File: src/rtl/reorder_buffer_pkg.sv
// Shared types and default sizing for the reorder buffer.
// Supplies the default ROB_SIZE (overridable through the ROB_SIZE define) and the per-entry control struct.
`ifndef ROB_SIZE
`define ROB_SIZE 16
`endif

package reorder_buffer_pkg;

  localparam int ROB_SIZE_DEF = `ROB_SIZE;
  localparam int TAG_W_DEF    = $clog2(ROB_SIZE_DEF) + 1;
  localparam int DATA_W_DEF   = 64;
  localparam int ADDR_W_DEF   = 64;

  // Control half of an entry; value/pc/target live in parameter-sized arrays in the top.
  typedef struct packed {
    logic       busy;
    logic       done;
    logic       mispredict;
    logic       has_dest;
    logic [4:0] rd;
  } rob_entry_t;

endpackage

File: src/rtl/reorder_buffer_rob_ptr.sv
// Wrapping head/tail pointer for the reorder buffer.
// Advances by 0..3 per cycle and can be cleared to zero.
module rob_ptr #(
  parameter int ROB_SIZE = 16,
  parameter int PTR_W    = $clog2(ROB_SIZE)
) (
  input  logic             clk,
  input  logic             reset,
  input  logic             clear_i,
  input  logic [1:0]       step_i,
  output logic [PTR_W-1:0] ptr_o
);

  logic [PTR_W-1:0] ptr_q, ptr_d;

  // Power-of-two size, so natural overflow is the modulo wrap.
  always_comb begin
    ptr_d = ptr_q + PTR_W'(step_i);
    if (clear_i) ptr_d = '0;
  end

  always_ff @(posedge clk) begin
    if (reset) ptr_q <= '0;
    else       ptr_q <= ptr_d;
  end

  assign ptr_o = ptr_q;

endmodule

File: src/rtl/reorder_buffer.sv
// Circular reorder buffer: tagged allocation, CDB completion, in-order retire, flush on mispredict.
// Optional DUAL_COMMIT_EN adds a second retire port for head+1.
module reorder_buffer
  import reorder_buffer_pkg::*;
#(
  parameter int ROB_SIZE = ROB_SIZE_DEF,
  parameter int DATA_W   = DATA_W_DEF,
  parameter int ADDR_W   = ADDR_W_DEF,
  parameter int TAG_W    = $clog2(ROB_SIZE) + 1
) (
  input  logic              clk,
  input  logic              reset,
  input  logic              alloc_valid,
  input  logic [4:0]        alloc_rd,
  input  logic              alloc_has_dest,
  input  logic [ADDR_W-1:0] alloc_pc,
  output logic              alloc_ready,
  output logic [TAG_W-1:0]  alloc_tag,
  input  logic              cdb_valid,
  input  logic [TAG_W-1:0]  cdb_tag,
  input  logic [DATA_W-1:0] cdb_value,
  input  logic              cdb_mispredict,
  input  logic [ADDR_W-1:0] cdb_target,
  output logic              commit_valid,
  output logic              commit_wen,
  output logic [4:0]        commit_rd,
  output logic [DATA_W-1:0] commit_value,
  output logic [TAG_W-1:0]  commit_tag,
  output logic              flush,
  output logic [ADDR_W-1:0] flush_pc,
  output logic [TAG_W-1:0]  count
`ifdef DUAL_COMMIT_EN
  ,
  output logic              commit2_valid,
  output logic              commit2_wen,
  output logic [4:0]        commit2_rd,
  output logic [DATA_W-1:0] commit2_value,
  output logic [TAG_W-1:0]  commit2_tag
`endif
);

  localparam int PTR_W = $clog2(ROB_SIZE);

  rob_entry_t        ctl_q [ROB_SIZE];
  rob_entry_t        ctl_d [ROB_SIZE];
  logic [DATA_W-1:0] value_q  [ROB_SIZE];
  logic [ADDR_W-1:0] pc_q     [ROB_SIZE];
  logic [ADDR_W-1:0] target_q [ROB_SIZE];

  logic [PTR_W-1:0]  head, tail, cdb_idx;
  logic [TAG_W-1:0]  count_q, count_d;
  logic              full, retire0, retire1, flush_now, alloc_fire, cdb_hit;
  logic [1:0]        retire_n;
  logic [ADDR_W-1:0] flush_tgt;
  logic              unused_pc;

  logic              commit_valid_q, commit_wen_q, flush_q;
  logic [4:0]        commit_rd_q;
  logic [DATA_W-1:0] commit_value_q;
  logic [TAG_W-1:0]  commit_tag_q;
  logic [ADDR_W-1:0] flush_pc_q;

  assign full    = (count_q == TAG_W'(ROB_SIZE));
  assign retire0 = ctl_q[head].busy && ctl_q[head].done;

`ifdef DUAL_COMMIT_EN
  logic [PTR_W-1:0]  head1;
  logic              commit2_valid_q, commit2_wen_q;
  logic [4:0]        commit2_rd_q;
  logic [DATA_W-1:0] commit2_value_q;
  logic [TAG_W-1:0]  commit2_tag_q;

  assign head1     = head + 1'b1;
  assign retire1   = retire0 && !ctl_q[head].mispredict && ctl_q[head1].busy && ctl_q[head1].done;
  assign flush_now = (retire0 && ctl_q[head].mispredict) || (retire1 && ctl_q[head1].mispredict);
  assign flush_tgt = ctl_q[head].mispredict ? target_q[head] : target_q[head1];
`else
  assign retire1   = 1'b0;
  assign flush_now = retire0 && ctl_q[head].mispredict;
  assign flush_tgt = target_q[head];
`endif

  assign retire_n    = {1'b0, retire0} + {1'b0, retire1};
  assign alloc_ready = !full && !flush_now;
  assign alloc_fire  = alloc_valid && alloc_ready;
  assign alloc_tag   = TAG_W'(tail) + TAG_W'(1);

  assign cdb_idx = PTR_W'(cdb_tag - TAG_W'(1));
  assign cdb_hit = cdb_valid && (cdb_tag != '0) && (cdb_tag <= TAG_W'(ROB_SIZE)) &&
                   ctl_q[cdb_idx].busy;

  // pc is kept per entry for debug visibility; nothing downstream consumes it yet.
  assign unused_pc = ^pc_q[head];

  rob_ptr #(.ROB_SIZE(ROB_SIZE), .PTR_W(PTR_W)) u_head (
    .clk     (clk),
    .reset   (reset),
    .clear_i (flush_now),
    .step_i  (retire_n),
    .ptr_o   (head)
  );

  rob_ptr #(.ROB_SIZE(ROB_SIZE), .PTR_W(PTR_W)) u_tail (
    .clk     (clk),
    .reset   (reset),
    .clear_i (flush_now),
    .step_i  ({1'b0, alloc_fire}),
    .ptr_o   (tail)
  );

  always_comb begin
    ctl_d = ctl_q;
    if (cdb_hit) begin
      ctl_d[cdb_idx].done       = 1'b1;
      ctl_d[cdb_idx].mispredict = cdb_mispredict;
    end
    if (retire0) begin
      ctl_d[head].busy = 1'b0;
      ctl_d[head].done = 1'b0;
    end
`ifdef DUAL_COMMIT_EN
    if (retire1) begin
      ctl_d[head1].busy = 1'b0;
      ctl_d[head1].done = 1'b0;
    end
`endif
    if (flush_now) begin
      for (int i = 0; i < ROB_SIZE; i++) begin
        ctl_d[i].busy = 1'b0;
        ctl_d[i].done = 1'b0;
      end
    end
    if (alloc_fire) begin
      ctl_d[tail].busy       = 1'b1;
      ctl_d[tail].done       = 1'b0;
      ctl_d[tail].mispredict = 1'b0;
      ctl_d[tail].has_dest   = alloc_has_dest;
      ctl_d[tail].rd         = alloc_rd;
    end
  end

  always_comb begin
    count_d = count_q + TAG_W'(alloc_fire) - TAG_W'(retire_n);
    if (flush_now) count_d = '0;
  end

  always_ff @(posedge clk) begin
    if (reset) begin
      for (int i = 0; i < ROB_SIZE; i++) ctl_q[i] <= '0;
      count_q        <= '0;
      commit_valid_q <= 1'b0;
      commit_wen_q   <= 1'b0;
      commit_rd_q    <= '0;
      commit_value_q <= '0;
      commit_tag_q   <= '0;
      flush_q        <= 1'b0;
      flush_pc_q     <= '0;
    end else begin
      ctl_q          <= ctl_d;
      count_q        <= count_d;
      commit_valid_q <= retire0;
      commit_wen_q   <= retire0 && ctl_q[head].has_dest && (ctl_q[head].rd != 5'd0);
      commit_rd_q    <= retire0 ? ctl_q[head].rd : 5'd0;
      commit_value_q <= retire0 ? value_q[head] : '0;
      commit_tag_q   <= retire0 ? TAG_W'(head) + TAG_W'(1) : '0;
      flush_q        <= flush_now;
      flush_pc_q     <= flush_now ? flush_tgt : '0;
    end
  end

  // Payload needs no reset: it is only read while the matching busy/done bits are set.
  always_ff @(posedge clk) begin
    if (cdb_hit) begin
      value_q[cdb_idx]  <= cdb_value;
      target_q[cdb_idx] <= cdb_target;
    end
    if (alloc_fire) pc_q[tail] <= alloc_pc;
  end

`ifdef DUAL_COMMIT_EN
  always_ff @(posedge clk) begin
    if (reset) begin
      commit2_valid_q <= 1'b0;
      commit2_wen_q   <= 1'b0;
      commit2_rd_q    <= '0;
      commit2_value_q <= '0;
      commit2_tag_q   <= '0;
    end else begin
      commit2_valid_q <= retire1;
      commit2_wen_q   <= retire1 && ctl_q[head1].has_dest && (ctl_q[head1].rd != 5'd0);
      commit2_rd_q    <= retire1 ? ctl_q[head1].rd : 5'd0;
      commit2_value_q <= retire1 ? value_q[head1] : '0;
      commit2_tag_q   <= retire1 ? TAG_W'(head1) + TAG_W'(1) : '0;
    end
  end

  assign commit2_valid = commit2_valid_q;
  assign commit2_wen   = commit2_wen_q;
  assign commit2_rd    = commit2_rd_q;
  assign commit2_value = commit2_value_q;
  assign commit2_tag   = commit2_tag_q;
`endif

  assign commit_valid = commit_valid_q;
  assign commit_wen   = commit_wen_q;
  assign commit_rd    = commit_rd_q;
  assign commit_value = commit_value_q;
  assign commit_tag   = commit_tag_q;
  assign flush        = flush_q;
  assign flush_pc     = flush_pc_q;
  assign count        = count_q;

endmodule

File: config.mk
export PLATFORM = sky130hd
export DESIGN_NAME = reorder_buffer
export DESIGN_NICKNAME = d
export VERILOG_FILES = /design/src/rtl/reorder_buffer_pkg.sv /design/src/rtl/reorder_buffer_rob_ptr.sv /design/src/rtl/reorder_buffer.sv
export SDC_FILE = /design/constraint.sdc
export NUM_CORES = 2
export LEC_CHECK = 0
export ABC_AREA = 1
export BUFFER_PORTS_ARGS = -buffer_cell sky130_fd_sc_hd__buf_2
export CAP_MARGIN = 30
export CELL_PAD_IN_SITES_DETAIL_PLACEMENT = 1
export CELL_PAD_IN_SITES_GLOBAL_PLACEMENT = 1
export CORE_MARGIN = 4
export CORE_UTILIZATION = 46
export DETAILED_ROUTE_END_ITERATION = 6
export PLACE_DENSITY = 0.78
export SYNTH_ARGS = -nofsm -noshare
export SYNTH_HDL_FRONTEND = slang
export SYNTH_SLANG_ARGS = --single-unit
File: constraint.sdc
create_clock -name clk -period 8.3 [get_ports clk]
set_input_delay 0.83 -clock clk [delete_from_list [all_inputs] [get_ports clk]]
set_output_delay 0.83 -clock clk [all_outputs]
set_load 0.1 [all_outputs]
==> flow_summary.ini <==
[cts]
clkSlewWorstSetupHoldPaths_ns = 0.06
cts_max_path_buffers = 3
post_cts_buffers = 0
cts_root_buf = clkbuf_16
clkLatencyLatePin_ns = 0.89
cts_buffers = 231
cts_hold_buffers = 0
post_cts_resized = 0
clock-sinks = 2346
cts_max_level = 4
cts_tree = yes

[floorplanning]
initial_utilization_pct = 46.3
design.die.area_um2 = 204000
die_h_um = 451
num_rows = 162
die_x_um = 451
core_um2 = 195000
ios = 360

[timing]
grt_setup_unrepaired = false
setup_viol = 0
clock.fmax_mhz = 189
hold_violations = 0
finClkSkew_ns = 0.0612
slew_viol_final = 0
whs_ns = 0.320
post-route-period-util_pct = 63.6
slew_headroom_pct = 26.4
timing_worst_slew_pin_value_ns = 1.10
period_minus_slack_ns = 5.28
fin_tns_setup_ns = 0

[flow_run]
cap_violations = 0

[global_routing]
grt_antenna_before_repair = 62
grt_pass1_vias = 64500
grt_usage_pct = 26.7
gr-total-overflow = 0
grt_pass1_wl_um = 413000
grt_max_degree = 209

[finish]
syn2layout_area_growth_pct = 13.0
multi_input_area_um2 = 20200
nNetsFinal = 7636
num-fill-cells = 19700
drive_above_1_share_pct = 10.3
mostFrequentLayoutCells = edfxtp_1, nor2_1, o21ai_0
final_common_cell = edfxtp_1
regArea_um2 = 67500

[logic_synthesis]
synth_top_family_by_area = compound AO/OA/AOI/OAI gates
synth_area_per_cell_um2 = 12.4
synthSimpleGateAreaFrac_pct = 10.3
synth_cells = 7281
ys_warn_count = 0
synthMuxAreaShare_pct = 0
synth_top_flop_cell = edfxtp_1
syn_nets = 7512
yosys_register_bits = 2346
ys_types = 38
synth_edf_count = 2048
ys_seq_area_share_pct = 74.6
synth_adder_area_share_pct = 0.327
async_flop_share_pct = 0
yosys.area_share.xor_xnor_pct = 0.0775
synth_compound_area_share_pct = 11.5
netlist_area_um2 = 90400

[route]
dr.first_iter.drc_count = 6842
postRouteAntennaNets = 0
first_pass_iters = 6
vias = 61300
vias_per_cell = 5.98
drcViolationCount = 0
routedWlPerCell_um = 27.0
drt-total-wl_um = 278000

[setup_path]
worstSetupEndpointType = primary output
cp.required_ns = 7.47
cp.arrival_ns = 4.45
path_class = register to primary output
start_kind = register
worstPathMaxFanout = 96

[power]
ir_drop_mv = 0.215
power_density_nw_per_um2 = 237
power.leakage_nw = 34.9
total_power_mw = 24.2

[status]
status = completed

[place]
io_buffer_count = 295
dp_hpwl_um = 144000
gp_congestion = 0.794

[hold_path]
hold_class = primary input to register
## state kept, by name, summed over array words and instances (netlist names)
name,cells
commit_rd,5
commit_tag,5
commit_valid,1
commit_value,64
commit_wen,1
count,5
ctl_q,144
flush,1
flush_pc,64
target_q,1024
u_head.ptr_o,4
u_tail.ptr_o,4
value_q,1024
## cell usage after synthesis (2+ instances only)
cell type / instances / area [um2]
a211oi_1: 3 / 22.5
a21oi_1: 70 / 350
a21oi_2: 2 / 17.5
a31oi_1: 2 / 12.5
a41oi_1: 120 / 1050
a41oi_2: 8 / 130
buf_1: 16 / 60.1
buf_2: 94 / 470
buf_4: 20 / 150
buf_6: 11 / 124
clkbuf_1: 356 / 1340
dfxtp_1: 298 / 5970
edfxtp_1: 2048 / 61500
ha_1: 22 / 275
inv_1: 182 / 683
inv_2: 6 / 22.5
nand2_1: 950 / 3570
nand2_2: 4 / 25.0
nand3_1: 77 / 385
nand4_1: 6 / 37.5
nand4_4: 11 / 234
nor2_1: 1334 / 5010
o21ai_0: 1103 / 5520
o21ai_1: 7 / 35.0
o22ai_1: 512 / 3200
xnor2_1: 2 / 17.5
xor2_1: 6 / 52.6
## metrics by stage
step	cell area [um2]	util, %	instances	setup WS [ns]
2_1_floorplan	90400	-	7281	0.218
3_3_place_gp	94200	48.3	9790	2.60
3_5_place_dp	94300	48.3	9794	2.51
4_1_cts	102000	52.2	10200	2.97
5_1_grt	102000	52.3	10300	2.75
6_report	102000	52.3	10300	3.02
## path summary, 6_finish.rpt
path / from / to / slack, ns / cells after the start
max: u_head.ptr_o[0] / alloc_ready / 3.02 / 11
min: cdb_value[22] / value_q[0][22] / 0.32 / 1
max reg2reg: u_head.ptr_o[0] / flush_pc[40] / 3.17 / 8
min reg2reg: ctl_q[16] / ctl_q[16] / 0.49 / 2
## worst max-delay path, cell delays in order, from the launching register on
cell	delay [ns]
dfxtp_4	0.75
buf_4	0.88
nand2_1	0.14
nand3_1	0.15
nand2_1	0.08
nand2_1	0.09
nand2_1	0.08
nor2_2	0.26
nand3_4	0.48
nand2_1	0.19
inv_1	0.07
buf_2	0.29
## final cells by class
type                       count  area share (%)
clock inverter               117            1.24
timing repair buffer         389            2.65
multi-input combinational   4249            19.8
sequential                  2346            66.1
antenna                       33          0.0809
inverter                     188           0.716
clock buffer                 319            6.23
tap                         2624            3.22
## metal layers
layer | wire, um | up-vias | global-route usage [%]
met5 | 121 | - | 0
met4 | 11400 | 18 | 11.7
met3 | 18600 | 584 | 4.08
met2 | 139000 | 2569 | 45.7
met1 | 108000 | 31600 | 33.9
li1 | - | 26600 | -
## kinds of logic (layout without fill, tap and decap cells)
family          count (synthesis)  in the layout
flops                        2346           2346
simple gates                 2388           2388
compound gates               1830           1830
fa+ha+maj                      23             23
xor+xnor                        8              8
buf+inv                       686           1013
other cells                     0             33
## power by group
| group | internal [mW] | switching, mW |
|---|---|---|
| clock | 5.97 | 4.57 |
| sequential | 12.9 | 0.0379 |
| combinational | 0.144 | 0.550 |
(Power assumes the default switching activity.)
